===== config.mk =====
export PLATFORM = sky130hd
export DESIGN_NAME = pong_round_ctrl_flat
export DESIGN_NICKNAME = d
export VERILOG_FILES = /design/src/rtl/pong_pkg.sv /design/src/rtl/pong_round_ctrl_if.sv /design/src/rtl/pong_round_ctrl_rise_detect.sv /design/src/rtl/pong_round_ctrl.sv /design/src/flat_wrapper.sv
export SDC_FILE = /design/constraint.sdc
export NUM_CORES = 1
export LEC_CHECK = 0
export BUFFER_PORTS_ARGS = -buffer_cell sky130_fd_sc_hd__buf_2
export CAP_MARGIN = 25
export CORE_MARGIN = 3
export CORE_UTILIZATION = 55
export DETAILED_ROUTE_END_ITERATION = 7
export PLACE_DENSITY_LB_ADDON = 0.12
export SLEW_MARGIN = 20
export SYNTH_ARGS = -nofsm -noshare
export SYNTH_HDL_FRONTEND = slang
export SYNTH_SLANG_ARGS = --single-unit

===== constraint.sdc =====
create_clock -name clk -period 2.12 [get_ports clk]
set_input_delay 0.424 -clock clk [delete_from_list [all_inputs] [get_ports clk]]
set_output_delay 0.424 -clock clk [all_outputs]
set_load 0.03 [all_outputs]

===== src/rtl/pong_pkg.sv =====
// Shared types for the pong round sequencer: FSM states, player ids, speed width.
// No logic of its own; pure declarations plus one combinational helper.
// No flow control involved.
package pong_pkg;

   // Width of the ball speed bus (pixels per frame).
   localparam int SPEED_W = 3;

   typedef enum logic [2:0] {
      IDLE   = 3'd0,
      SERVE  = 3'd1,
      PLAY   = 3'd2,
      SCORED = 3'd3,
      OVER   = 3'd4
   } state_t;

   typedef enum logic {
      P1 = 1'b0,
      P2 = 1'b1
   } player_t;

   // One speed step, holding at the ceiling rather than wrapping.
   function automatic logic [SPEED_W-1:0] speed_inc(input logic [SPEED_W-1:0] cur,
                                                   input logic [SPEED_W-1:0] max);
      return (cur >= max) ? cur : cur + 1'b1;
   endfunction

endpackage


===== src/rtl/pong_round_ctrl_if.sv =====
// Bundle between the round sequencer and the game/ball side: buttons, collision info, ball control, scores.
// Wires only, no latency.
// No backpressure; every signal is a level or a single-cycle pulse.
interface pong_round_ctrl_if #(
   parameter int SCORE_W = 4
);
   import pong_pkg::*;

   // Toward the sequencer.
   logic                 frame_tick;
   logic                 start;
   logic                 outofbounds;
   logic                 collision;
   logic                 dir_x;

   // From the sequencer.
   logic                 ball_rst;
   logic                 ball_en;
   logic [SPEED_W-1:0]   speed;
   logic [SCORE_W-1:0]   p1_score;
   logic [SCORE_W-1:0]   p2_score;
   logic                 game_over;
   logic                 winner;

   // Sequencer side.
   modport master (
      input  frame_tick, start, outofbounds, collision, dir_x,
      output ball_rst, ball_en, speed, p1_score, p2_score, game_over, winner
   );

   // Game/ball side.
   modport slave (
      output frame_tick, start, outofbounds, collision, dir_x,
      input  ball_rst, ball_en, speed, p1_score, p2_score, game_over, winner
   );

endinterface


===== src/rtl/pong_round_ctrl_rise_detect.sv =====
// Rising-edge detector: flags a cycle where the input is 1 and was 0 the cycle before.
// Zero latency from input to rise; one register of history.
// No backpressure; a level held high yields a single pulse.
module rise_detect (
   input  logic clk,
   input  logic reset,
   input  logic sig,
   output logic rise
);

   logic sig_q;

   // Remember last cycle's value of the input.
   always_ff @(posedge clk) begin
      if (reset) sig_q <= 1'b0;
      else       sig_q <= sig;
   end

   assign rise = sig & ~sig_q;

endmodule


===== src/rtl/pong_round_ctrl.sv =====
// Pong round sequencer: serve timing, ball enable/reset, rally speed-up, scoring and win detection.
// Outputs registered; an input that changes state shows on the outputs after one clock edge.
// No backpressure; all inputs are sampled every cycle and cannot be stalled.
module pong_round_ctrl
   import pong_pkg::*;
#(
   parameter int WIN_SCORE    = 7,
   parameter int SERVE_FRAMES = 60,
   parameter int SPEEDUP_HITS = 4,
   parameter int MAX_SPEED    = 7,
   parameter int SCORE_W      = 4
) (
   input  logic                  clk,
   input  logic                  reset,
   pong_round_ctrl_if.master     io
);

   localparam int FRAME_W = $clog2(SERVE_FRAMES + 1);
   localparam int HIT_W   = $clog2(SPEEDUP_HITS + 1);

   localparam logic [FRAME_W-1:0] FRAME_LAST = FRAME_W'(SERVE_FRAMES - 1);
   localparam logic [HIT_W-1:0]   HIT_LAST   = HIT_W'(SPEEDUP_HITS - 1);
   localparam logic [SCORE_W-1:0] WIN_S      = SCORE_W'(WIN_SCORE);
   localparam logic [SPEED_W-1:0] MAX_S      = SPEED_W'(MAX_SPEED);

   state_t               state_q, state_nxt;
   logic                 start_rise, coll_rise;
   logic [FRAME_W-1:0]   frame_cnt_q;
   logic [HIT_W-1:0]     hit_cnt_q;
   logic [SPEED_W-1:0]   speed_q;
   player_t              scorer_q;
   logic [SCORE_W-1:0]   p1_q, p2_q;
   logic                 game_over_q, winner_q;
   logic                 ball_rst_q, ball_en_q;
   logic [SCORE_W-1:0]   scorer_pts;
   logic                 enter_serve;
   logic                 new_game;
   logic                 point_won;
   logic                 hit_seen;

   rise_detect u_start_rd (
      .clk   (clk),
      .reset (reset),
      .sig   (io.start),
      .rise  (start_rise)
   );

   rise_detect u_coll_rd (
      .clk   (clk),
      .reset (reset),
      .sig   (io.collision),
      .rise  (coll_rise)
   );

   // Next-state decision plus the strobes derived from it.
   always_comb begin
      state_nxt  = state_q;
      scorer_pts = (scorer_q == P1) ? p1_q : p2_q;
      case (state_q)
         IDLE:    if (start_rise) state_nxt = SERVE;
         SERVE:   if (io.frame_tick && (frame_cnt_q == FRAME_LAST)) state_nxt = PLAY;
         PLAY:    if (io.outofbounds) state_nxt = SCORED;
         SCORED:  state_nxt = (scorer_pts == WIN_S) ? OVER : SERVE;
         OVER:    if (start_rise) state_nxt = SERVE;
         default: state_nxt = IDLE;
      endcase
      enter_serve = (state_nxt == SERVE) && (state_q != SERVE);
      new_game    = start_rise && ((state_q == IDLE) || (state_q == OVER));
      point_won   = (state_q == PLAY) && io.outofbounds;
      // A ball leaving the field in the same cycle as a hit never counts the hit.
      hit_seen    = (state_q == PLAY) && !io.outofbounds && coll_rise;
   end

   // FSM state register.
   always_ff @(posedge clk) begin
      if (reset) state_q <= IDLE;
      else       state_q <= state_nxt;
   end

   // Serve hold-off: count frame ticks only while waiting to serve.
   always_ff @(posedge clk) begin
      if (reset)                               frame_cnt_q <= '0;
      else if (enter_serve)                    frame_cnt_q <= '0;
      else if (state_q == SERVE && io.frame_tick) frame_cnt_q <= frame_cnt_q + 1'b1;
   end

   // Rally length tracking and ball speed-up, restarted at every serve.
   always_ff @(posedge clk) begin
      if (reset) begin
         hit_cnt_q <= '0;
         speed_q   <= SPEED_W'(1);
      end else if (enter_serve) begin
         hit_cnt_q <= '0;
         speed_q   <= SPEED_W'(1);
      end else if (hit_seen) begin
         if (hit_cnt_q == HIT_LAST) begin
            hit_cnt_q <= '0;
            speed_q   <= speed_inc(speed_q, MAX_S);
         end else begin
            hit_cnt_q <= hit_cnt_q + 1'b1;
         end
      end
   end

   // Scores, scorer latch and game result; the point lands on the edge into SCORED.
   always_ff @(posedge clk) begin
      if (reset) begin
         scorer_q    <= P1;
         p1_q        <= '0;
         p2_q        <= '0;
         game_over_q <= 1'b0;
         winner_q    <= 1'b0;
      end else begin
         if (new_game) begin
            p1_q        <= '0;
            p2_q        <= '0;
            game_over_q <= 1'b0;
            winner_q    <= 1'b0;
         end
         if (point_won) begin
            // Ball exiting while moving right means it passed P2, so P1 scores.
            if (io.dir_x) begin
               scorer_q <= P1;
               if (p1_q < WIN_S) p1_q <= p1_q + 1'b1;
            end else begin
               scorer_q <= P2;
               if (p2_q < WIN_S) p2_q <= p2_q + 1'b1;
            end
         end
         if (state_q == SCORED && state_nxt == OVER) begin
            game_over_q <= 1'b1;
            winner_q    <= (scorer_q == P2);
         end
      end
   end

   // Ball control strobes, registered from the next state.
   always_ff @(posedge clk) begin
      if (reset) begin
         ball_rst_q <= 1'b0;
         ball_en_q  <= 1'b0;
      end else begin
         ball_rst_q <= enter_serve;
         ball_en_q  <= (state_nxt == PLAY);
      end
   end

   assign io.ball_rst  = ball_rst_q;
   assign io.ball_en   = ball_en_q;
   assign io.speed     = speed_q;
   assign io.p1_score  = p1_q;
   assign io.p2_score  = p2_q;
   assign io.game_over = game_over_q;
   assign io.winner    = winner_q;

endmodule


===== src/flat_wrapper.sv =====
// flat-port wrapper written by rule: the top's interface ports become plain ports
module pong_round_ctrl_flat import pong_pkg::*;
#(
   parameter int WIN_SCORE    = 7,
   parameter int SERVE_FRAMES = 60,
   parameter int SPEEDUP_HITS = 4,
   parameter int MAX_SPEED    = 7,
   parameter int SCORE_W      = 4
)
  (clk, reset, io_frame_tick, io_start, io_outofbounds, io_collision, io_dir_x, io_ball_rst, io_ball_en, io_speed, io_p1_score, io_p2_score, io_game_over, io_winner);
  pong_round_ctrl_if #(.SCORE_W(SCORE_W)) io_i ();
  input  logic clk;
  input  logic reset;
  input wire logic [$bits(io_i.frame_tick)-1:0] io_frame_tick;
  input wire logic [$bits(io_i.start)-1:0] io_start;
  input wire logic [$bits(io_i.outofbounds)-1:0] io_outofbounds;
  input wire logic [$bits(io_i.collision)-1:0] io_collision;
  input wire logic [$bits(io_i.dir_x)-1:0] io_dir_x;
  output wire logic [$bits(io_i.ball_rst)-1:0] io_ball_rst;
  output wire logic [$bits(io_i.ball_en)-1:0] io_ball_en;
  output wire logic [$bits(io_i.speed)-1:0] io_speed;
  output wire logic [$bits(io_i.p1_score)-1:0] io_p1_score;
  output wire logic [$bits(io_i.p2_score)-1:0] io_p2_score;
  output wire logic [$bits(io_i.game_over)-1:0] io_game_over;
  output wire logic [$bits(io_i.winner)-1:0] io_winner;
  assign io_i.frame_tick = io_frame_tick;
  assign io_i.start = io_start;
  assign io_i.outofbounds = io_outofbounds;
  assign io_i.collision = io_collision;
  assign io_i.dir_x = io_dir_x;
  assign io_ball_rst = io_i.ball_rst;
  assign io_ball_en = io_i.ball_en;
  assign io_speed = io_i.speed;
  assign io_p1_score = io_i.p1_score;
  assign io_p2_score = io_i.p2_score;
  assign io_game_over = io_i.game_over;
  assign io_winner = io_i.winner;
  pong_round_ctrl #(.WIN_SCORE(WIN_SCORE), .SERVE_FRAMES(SERVE_FRAMES), .SPEEDUP_HITS(SPEEDUP_HITS), .MAX_SPEED(MAX_SPEED), .SCORE_W(SCORE_W)) u_core (.clk(clk), .reset(reset), .io(io_i));
endmodule

After elaboration in Yosys (flattened, before gate mapping). Cells that the tools add are included.

Muxes and demuxes: 19. Bitwise logic cells: 5. Order comparisons: 3. $add $sub $neg: 5. Equality and inequality tests: 11. Reduce and logical (&&, ||, !) cells: 15.

Operator list (count): $mux W4 (9); $mux W3 (5); $eq A3 B2 Y1 const B (4); $pmux W3 S4 (1); $add A4 B1 Y4 const B (2); $logic_and A1 B1 Y1 (8); $lt A4 B3 Y1 const B (2); $add A3 B1 Y3 const B (2); $add A6 B1 Y6 const B (1); $eq A3 B1 Y1 const B (2); $eq A3 B3 Y1 const B (2); $eq A6 B6 Y1 const B (1); $eq A4 B3 Y1 const B (1); $mux W1 (4); $reduce_or A2 Y1 (2); $ge A3 B3 Y1 const B (1); $logic_not A3 Y1 (1); $ne A3 B1 Y1 const B (1); $not A1 Y1 (3); $reduce_and A3 Y1 (1); $and A1 B1 Y1 (2); $reduce_bool A2 Y1 (1); $logic_not A1 Y1 (1); $logic_or A1 B1 Y1 (1).

Input bits: 7. Bits in registers: 30. Logic and storage cells: 71. Output and inout port bits: 15.

Longest topological paths before layout. Gate-level depths: netlist of the first run.

Depth after elaboration: 7. Mapped depth: 6. Gate-level depth less buffers: 6.

By module. A second synthesis of the first run with hierarchy kept.

Cells, all modules: 155. Area total of the unflattened synthesis: 1481.4 um^2.

Modules (own cells, without submodules): pong_round_ctrl (times used 1, cells each 149, area each 1386.3 um^2, seq. area each 560.5 um^2); rise_detect (times used 2, cells each 3, area each 47.5 um^2, seq. area each 20.0 um^2).

Worst setup path after synthesis of the first run. No wires, ideal clock.

Kind: register to register. Start: reg u_core.p2_q[0] (netlist: u_core.io.p2_score[0]). End: reg u_core.p2_q[0] (netlist: u_core.io.p2_score[0]). Cell stages (with the launch flop): 5. Library setup time: 0.065 ns. Data required time: 2.055 ns. Path slack: 0.488 ns. Data arrival time: 1.567 ns. Cell sequence: dfxtp_1 > ha_1 > a2111oi_4 > mux2_2 > nor2_1.

Longest elaborated chain between the ends: 4. Elaborated cells between the ends (all ways): 6.

RTL lines: from (decl) (RTL line pong_round_ctrl.sv:32) `logic [SCORE_W-1:0] p1_q, p2_q;`; from (signal assigned) (RTL line pong_round_ctrl.sv:127) `if (p2_q < WIN_S) p2_q <= p2_q + 1'b1;`; $add A4 B1 Y4, or another cell as far along (RTL line pong_round_ctrl.sv:127); $mux W4 (RTL line pong_round_ctrl.sv:127); $mux W4 (RTL line pong_round_ctrl.sv:122) `if (io.dir_x) begin`; $mux W4 (*) (RTL line pong_round_ctrl.sv:120) `if (point_won) begin`.

Every way passes the cells marked *; elsewhere a longest branch is shown, timed or not. A chain may end at the register's enable or synchronous reset.

Worst setup path after layout of the first run.
Start: reg u_core.state_q[1]. End: reg u_core.p2_q[0] (netlist: u_core.io.p2_score[0]).

Longest elaborated chain between the ends: 7. Elaborated cells between the ends (all ways): 10.

RTL lines: from (decl) (RTL line pong_round_ctrl.sv:26) `state_t state_q, state_nxt;`; from (signal assigned) (RTL line pong_round_ctrl.sv:77) `else state_q <= state_nxt;`; $eq A3 B3 Y1 / $logic_not A3 Y1 (equally long branches) (RTL line pong_round_ctrl.sv:68) `new_game = start_rise && ((state_q == IDLE) || (state_q == OVER));`; $logic_or A1 B1 Y1 (RTL line pong_round_ctrl.sv:68); $logic_and A1 B1 Y1 (RTL line pong_round_ctrl.sv:68); $mux W4 (RTL line pong_round_ctrl.sv:114) `if (new_game) begin`; $mux W4 (RTL line pong_round_ctrl.sv:127); $mux W4 (RTL line pong_round_ctrl.sv:122); $mux W4 (*) (RTL line pong_round_ctrl.sv:120).

Marked as above.

==> metrics.md, run 1 <==
| Metric | Value |
|---|---|
| Crit path DAT | `1.92 ns` |
| Die area | `3296 um^2` |
| Final setup viols | `0` |
| Post-synthesis async set-or-reset flop share | `0` |
| Initial Util | `0.5816` |
| Post-synthesis average cell area | `9.824 um^2` |
| Max rail drop VDD | `0.0004328 V` |
| Clk buf depth | `2` |
| Pre-CTS setup slack | `0.3832 ns` |
| CTS Hold Buffers Added | `0` |
| Max cap viols | `0` |
| CTS Buf Count | `5` |
| Clock tree sinks | `30` |
| Clk root buf | `clkbuf_4` |
| P_leak | `0.0006521 uW` |
| Slew Viols, Final | `0` |
| Routed vias | `1,119` |
| Placer Congestion | `0.7948` |
| FP Rows | `18` |
| R2r setup slk | `0.47 ns` |
| Layout cells sized above 1 | `0.2632` |
| Tightest Pin Transition | `0.4472 ns` |
| Switching part of the total | `0.2366` |
| Setup Skew | `0.007131 ns` |
| Vias in the first global route | `1,109` |
| Die height | `57.42 um` |
| Final wirelength | `2700 um` |
| Remaining DRCs | `0` |
| Layout area overhead | `11.19%` |
| Crit-path max cell delay | `0.55 ns` |
| Crit-path slowest cell | `dfxtp_1` |
| Clock power frac | `0.357` |
| Core area | `2500 um^2` |
| #FFs+latches synth | `30` |
| Sequential share of the synthesized area | `0.4131` |
| Setup WS post-layout | `0.4726 ns` |
| DR iter-0 viols | `61` |
| Largest net degree at the start of global routing | `19` |
| Sum Neg Setup Slack | `0 ns` |
| Placed Area | `1556 um^2` |
| Worst endpoint required time | `2.39 ns` |
| Flop pwr share | `0.585` |
| Nets | `183` |
| DP Wirelength | `2077 um` |
| Max frequency | `607.0 MHz` |
| Setup Buffers After CTS | `0` |
| Status | `finished clean` |
| Routed length per instance | `13.43 um` |
| Die X | `57.42 um` |
| Synth Instances | `148` |
| First-pass DRT Iterations | `4` |
| Post-synth net total | `161` |
| Worst Path Buf+Inv | `0` |
| Switching power | `232.7 uW` |
| Clock-pin slew on the worst setup and hold paths | `0.09 ns` |
| Post-CTS Resized | `0` |
| CP startpoint kind | `flop` |
| Final Cycle Share | `0.7771` |
| Mapped cell area | `1454 um^2` |
| First-pass GRT wire length | `4933 um` |
| Hold crit path type | `in -> reg` |
| Ports | `22` |
| Worst-path maximum fanout | `11` |
| Crit-path cells | `nand4bb_4 > a2111oi_4 > mux2_2 > nor2_1` |
| Skew-Pair Late Insertion Delay | `0.33 ns` |
| Int Pwr | `750.7 uW` |
| Most frequent cells in the layout | `dfxtp_1, buf_2, nor2_1` |
| Post-synth EDFFs | `0` |
| PortBufs | `21` |
| Grt total ovfl | `0` |
| Initial antenna violation count | `0` |
| Post-route cell area | `1617 um^2` |
| Final Hold Fails | `0` |
| H-tree depth | `2` |
| Worst slew margin | `0.7012` |
| Yosys warning total | `0` |
| N_diodes | `0` |
| DRT antenna net count | `0` |
| Crit path kind | `reg -> reg` |
| Vias per cell | `5.567` |
| Pwr/cell area | `608.3 nW/um^2` |
| CP top delay family | `flip-flops` |
| Fin util | `0.6466` |
| Share of total power in combinational logic | `0.058` |
| Synth cell types | `47` |
| Synth Flop Type | `dfxtp_1` |
| Post-route minimum period | `1.647 ns` |
| CP endpoint kind | `flop` |
| Total global-route track usage | `0.1944` |
| Most common cell after layout, fill and taps aside | `dfxtp_1` |
| Unrepaired setup endpoints after global routing | `false` |
| CTS tree | `done` |
-- cells in the mapped netlist, types with 2 or more instances --
| master | number | area [um^2] |
|---|---|---|
| ha_1 | 6 | 75.07 |
| dfxtp_1 | 30 | 600.6 |
| or2_0 | 3 | 18.77 |
| nor4_1 | 2 | 12.51 |
| nand3_1 | 4 | 20.02 |
| a21oi_1 | 8 | 40.04 |
| nor3b_1 | 2 | 15.01 |
| nor2_1 | 12 | 45.04 |
| nand2_1 | 11 | 41.29 |
| a2bb2oi_1 | 2 | 17.52 |
| and4bb_1 | 2 | 25.02 |
| nand3b_1 | 2 | 15.01 |
| xnor2_1 | 3 | 26.28 |
| nand4_1 | 2 | 12.51 |
| buf_6 | 2 | 22.52 |
| clkbuf_1 | 2 | 7.510 |
| o21ai_0 | 2 | 10.01 |
| inv_1 | 5 | 18.77 |
| nand2b_1 | 5 | 31.28 |
| xor2_1 | 3 | 26.28 |
| nor2_2 | 8 | 50.05 |
| mux2i_1 | 6 | 60.06 |
| buf_2 | 2 | 10.01 |
-- area by class of cell --
| type | count | area [um^2] |
|---|---|---|
| Clock inverter | 1 | 5.005 |
| Multi-Input combinational cell | 107 | 794.5 |
| Sequential cell | 30 | 600.6 |
| Tap cell | 30 | 37.54 |
| Fill cell | 211 | 883.3 |
| Inverter | 5 | 18.77 |
| Timing Repair Buffer | 21 | 105.1 |
| Clock buffer | 7 | 55.05 |
-- per-stage QoR --
| step | total power [uW] | std cells | hold WS (ns) |
|---|---|---|---|
| floorplan | 631.7 | 148 | 0.4562 |
| global placement | 642.9 | 193 | 0.4438 |
| detailed placement | 644.8 | 193 | 0.4486 |
| CTS | 995.3 | 201 | 0.3149 |
| global route | 1036 | 201 | 0.3452 |
| finish | 983.4 | 201 | 0.3246 |
-- final timing paths --
path,start,to,cells past startpoint
setup / recovery,u_core.state_q[1]$_SDFF_PP0_,u_core.io.p2_score[0]$_SDFF_PP0_,4
hold / removal,io_collision,u_core.u_coll_rd.sig_q$_SDFF_PP0_,2
setup reg to reg,u_core.state_q[1]$_SDFF_PP0_,u_core.io.p2_score[0]$_SDFF_PP0_,4
hold reg to reg,u_core.io.game_over$_SDFFE_PP0P_,u_core.io.game_over$_SDFFE_PP0P_,2
-- power groups by stage --
stage | Clock [uW] | Combinational, uW | Sequential, uW
detailed placement | 0 | 57.1 | 588
finish | 351 | 57.3 | 575
global route | 395 | 64.2 | 576
floorplan | 0 | 45.6 | 586
CTS | 363 | 57.6 | 575
global placement | 0 | 55.6 | 587
-- metal layers --
metal	global-route usage	share of wire
met5	0	0
met4	0.08940	0.021
met3	0.07240	0.057
met2	0.2952	0.47
met1	0.2440	0.45
-- sequential cells by signal (all words and copies together) (netlist names) --
name,cells
u_core.io.winner,1
u_core.hit_cnt_q,3
u_core.u_start_rd.sig_q,1
u_core.io.speed,3
u_core.u_coll_rd.sig_q,1
u_core.io.p1_score,4
u_core.io.p2_score,4
u_core.io.game_over,1
u_core.frame_cnt_q,6
u_core.state_q,3
u_core.scorer_q,1
u_core.io.ball_rst,1
u_core.io.ball_en,1
-- kinds of logic after synthesis --
kind of cell | share of synthesized area
AO/OA/AOI/OAI | 0.1128
adder cells (fa/ha/maj) | 0.05163
flip-flops | 0.4131
multiplexers | 0.04905
buffers and inverters | 0.04045
XOR/XNOR | 0.03615
AND/OR/NAND/NOR | 0.2969
No activity file was read; power rests on OpenSTA's default activity.
==> run 2: changes to the inputs <==
==> constraint.sdc (replaced) <==
create_clock -name clk -period 1.7 [get_ports clk]
set_input_delay 0.34 -clock clk [delete_from_list [all_inputs] [get_ports clk]]
set_output_delay 0.34 -clock clk [all_outputs]
set_load 0.03 [all_outputs]
==> run 2 against run 1 <==
Global-route usage up 0.72 points. First-iteration DRC count down 39%. Utilization up 0.80 points. Combinational power up 34%. Flip-flop and latch count unchanged. Register-to-register slack worse by 0.34 ns. Final cell count up 0.50%. Total power up 22%. Sequential share of layout area down 0.38 points. Count of clock-buffer cells in the layout down 1. Clock skew down 0.0033 ns. Clock power up 15%. Largest cell class unchanged.
==> metrics.md, run 2 (same netlist as run 1, synthesis figures left out) <==
| Metric | Value |
|---|---|
| Max cap viols | `0` |
| Worst reg2reg startpoint | `u_core.io.p2_score[2]$_SDFF_PP0_` |
| Setup Skew | `0.003826 ns` |
| Post-route minimum period | `1.566 ns` |
| CTS Buf Count | `5` |
| Worst endpoint required time | `1.96 ns` |
| Nets | `186` |
| Slew Viols, Final | `0` |
| Placer Congestion | `0.7642` |
| Switching power | `272.7 uW` |
| Max rail drop VDD | `0.0005505 V` |
| Most common cell after layout, fill and taps aside | `dfxtp_1` |
| Clk root buf | `clkbuf_4` |
| CP startpoint kind | `flop` |
| Die area | `3296 um^2` |
| Routed length per instance | `13.94 um` |
| Max reg flops | `6` |
| Clk buf depth | `2` |
| Vias per cell | `5.663` |
| Switching part of the total | `0.2277` |
| Status | `finished clean` |
| R2R depth | `5` |
| Die height | `57.42 um` |
| H-tree depth | `2` |
| Setup Buffers After CTS | `0` |
| DP Wirelength | `2045 um` |
| Int Pwr | `925.3 uW` |
| Crit path DAT | `1.83 ns` |
| Fin util | `0.6547` |
| Initial Util | `0.5816` |
| Clock tree sinks | `30` |
| Max frequency | `638.4 MHz` |
| Final Hold Fails | `0` |
| Hold crit path type | `in -> reg` |
| Crit path kind | `reg -> reg` |
| Die X | `57.42 um` |
| First-pass GRT wire length | `5112 um` |
| Worst-path maximum fanout | `10` |
| DRT antenna net count | `0` |
| Top reg by flops | `u_core.frame_cnt_q` |
| Core area | `2500 um^2` |
| Flop pwr share | `0.598` |
| Final wirelength | `2816 um` |
| Worst slew margin | `0.7183` |
| Worst hold endpoint | `u_core.u_coll_rd.sig_q$_SDFF_PP0_` |
| Largest net degree at the start of global routing | `19` |
| Remaining DRCs | `0` |
| Share of total power in combinational logic | `0.064` |
| CP endpoint kind | `flop` |
| Layout area overhead | `12.56%` |
| Unrepaired setup endpoints after global routing | `false` |
| Clock-pin slew on the worst setup and hold paths | `0.08 ns` |
| Design Power | `1198 uW` |
| Ports | `22` |
| R2r setup slk | `0.13 ns` |
| N_diodes | `0` |
| Clock power frac | `0.338` |
| Final setup viols | `0` |
| PortBufs | `21` |
| Sum Neg Setup Slack | `0 ns` |
| FP Rows | `18` |
| Hold depth | `2` |
| Pwr/cell area | `732.0 nW/um^2` |
| Hold path start | `io_collision` |
| Routed vias | `1,144` |
| DR iter-0 viols | `37` |
| Initial antenna violation count | `0` |
| CTS tree | `done` |
| Layout cells sized above 1 | `0.2849` |
| Total global-route track usage | `0.2016` |
| Vias in the first global route | `1,188` |
| P_leak | `0.0006676 uW` |
| Final Cycle Share | `0.9214` |
| FF-to-FF End | `u_core.frame_cnt_q[5]$_SDFFE_PP0P_` |
| Skew-Pair Late Insertion Delay | `0.32 ns` |
| Tightest Pin Transition | `0.4187 ns` |
| Most frequent cells in the layout | `dfxtp_1, buf_2, nor2_1` |
| Grt total ovfl | `0` |
| First-pass DRT Iterations | `4` |
==> run 2: cell count changes in the layout (fill, tap and decap cells not counted) <==
| cell | previous run | this run |
|---|---|---|
| nor3b_2 | 1 | 2 |
| clkinv_2 | 1 | 0 |
| buf_4 | 0 | 3 |
| clkbuf_1 | 1 | 0 |
| dfxtp_1 | 30 | 29 |
| nor3b_1 | 2 | 1 |
| dfxtp_2 | 0 | 1 |
==> run 2: worst max path at each step <==
| stage | cells past startpoint | slack [ns] | from | endpoint |
|---|---|---|---|---|
| 2_1_floorplan | 4 | 0.07 | u_core.io.p2_score[0]$_SDFF_PP0_ | u_core.io.p2_score[0]$_SDFF_PP0_ |
| 3_3_place_gp | 4 | 0.16 | u_core.state_q[1]$_SDFF_PP0_ | u_core.io.p2_score[0]$_SDFF_PP0_ |
| 3_5_place_dp | 3 | 0.13 | u_core.state_q[1]$_SDFF_PP0_ | u_core.io.p2_score[2]$_SDFF_PP0_ |
| 4_1_cts | 3 | 0.10 | u_core.state_q[1]$_SDFF_PP0_ | u_core.io.p2_score[2]$_SDFF_PP0_ |
| 5_1_grt | 6 | 0.02 | u_core.io.speed[0]$_SDFFE_PP1P_ | u_core.io.speed[2]$_SDFFE_PP0P_ |
| 6_report | 5 | 0.13 | u_core.io.p2_score[2]$_SDFF_PP0_ | u_core.frame_cnt_q[5]$_SDFFE_PP0P_ |
==> run 2: critical path, stage by stage, from the launching register on <==
cell and delay (ns):
dfxtp_1 0.44, nand3_2 0.11, o221a_1 0.28, or3_4 0.35, buf_4 0.20, nor2_2 0.11
==> run 2: metal layers <==
metal / up-vias / global-route usage / share of wire
li1: 568 / - / -
met1: 540 / 0.2335 / 0.44
met2: 30 / 0.3387 / 0.48
met3: 6 / 0.05882 / 0.066
met4: 0 / 0.09603 / 0.016
met5: - / 0 / 0
==> run 2: layout make-up <==
cell class,count,area [um^2]
fillers,222,863.3
well taps,30,37.54
clock buffers,6,51.30
repair buffers,24,127.6
inverters,5,18.77
multi-input cells,107,799.5
flip-flops and latches,30,601.8
==> run 2: per-stage QoR <==
step	hold WS (ns)	cells	setup slack, ns	area [um^2]
2_1_floorplan	0.4356	148	0.06759	1454
3_3_place_gp	0.4518	196	0.1598	1579
3_5_place_dp	0.4675	196	0.1254	1579
4_1_cts	0.2440	202	0.1039	1630
5_1_grt	0.2773	202	0.01511	1637
6_report	0.2590	202	0.1337	1637
==> run 2: repair_timing <==
| item | 4_1_cts | 5_1_grt |
|---|---|---|
| gates resized for setup | 0 | 2 |
| setup endpoints to repair | 0 | 3 |
| hold buffers | 0 | 0 |
==> run 2: power groups by stage <==
stage | logic, uW | registers, uW | clock network (uW)
after floorplan | 56.9 | 731 | 0
after global placement | 72.8 | 732 | 0
after detailed placement | 75.9 | 733 | 0
after CTS | 76.7 | 717 | 430
after global routing | 84.0 | 718 | 453
final | 76.5 | 717 | 405
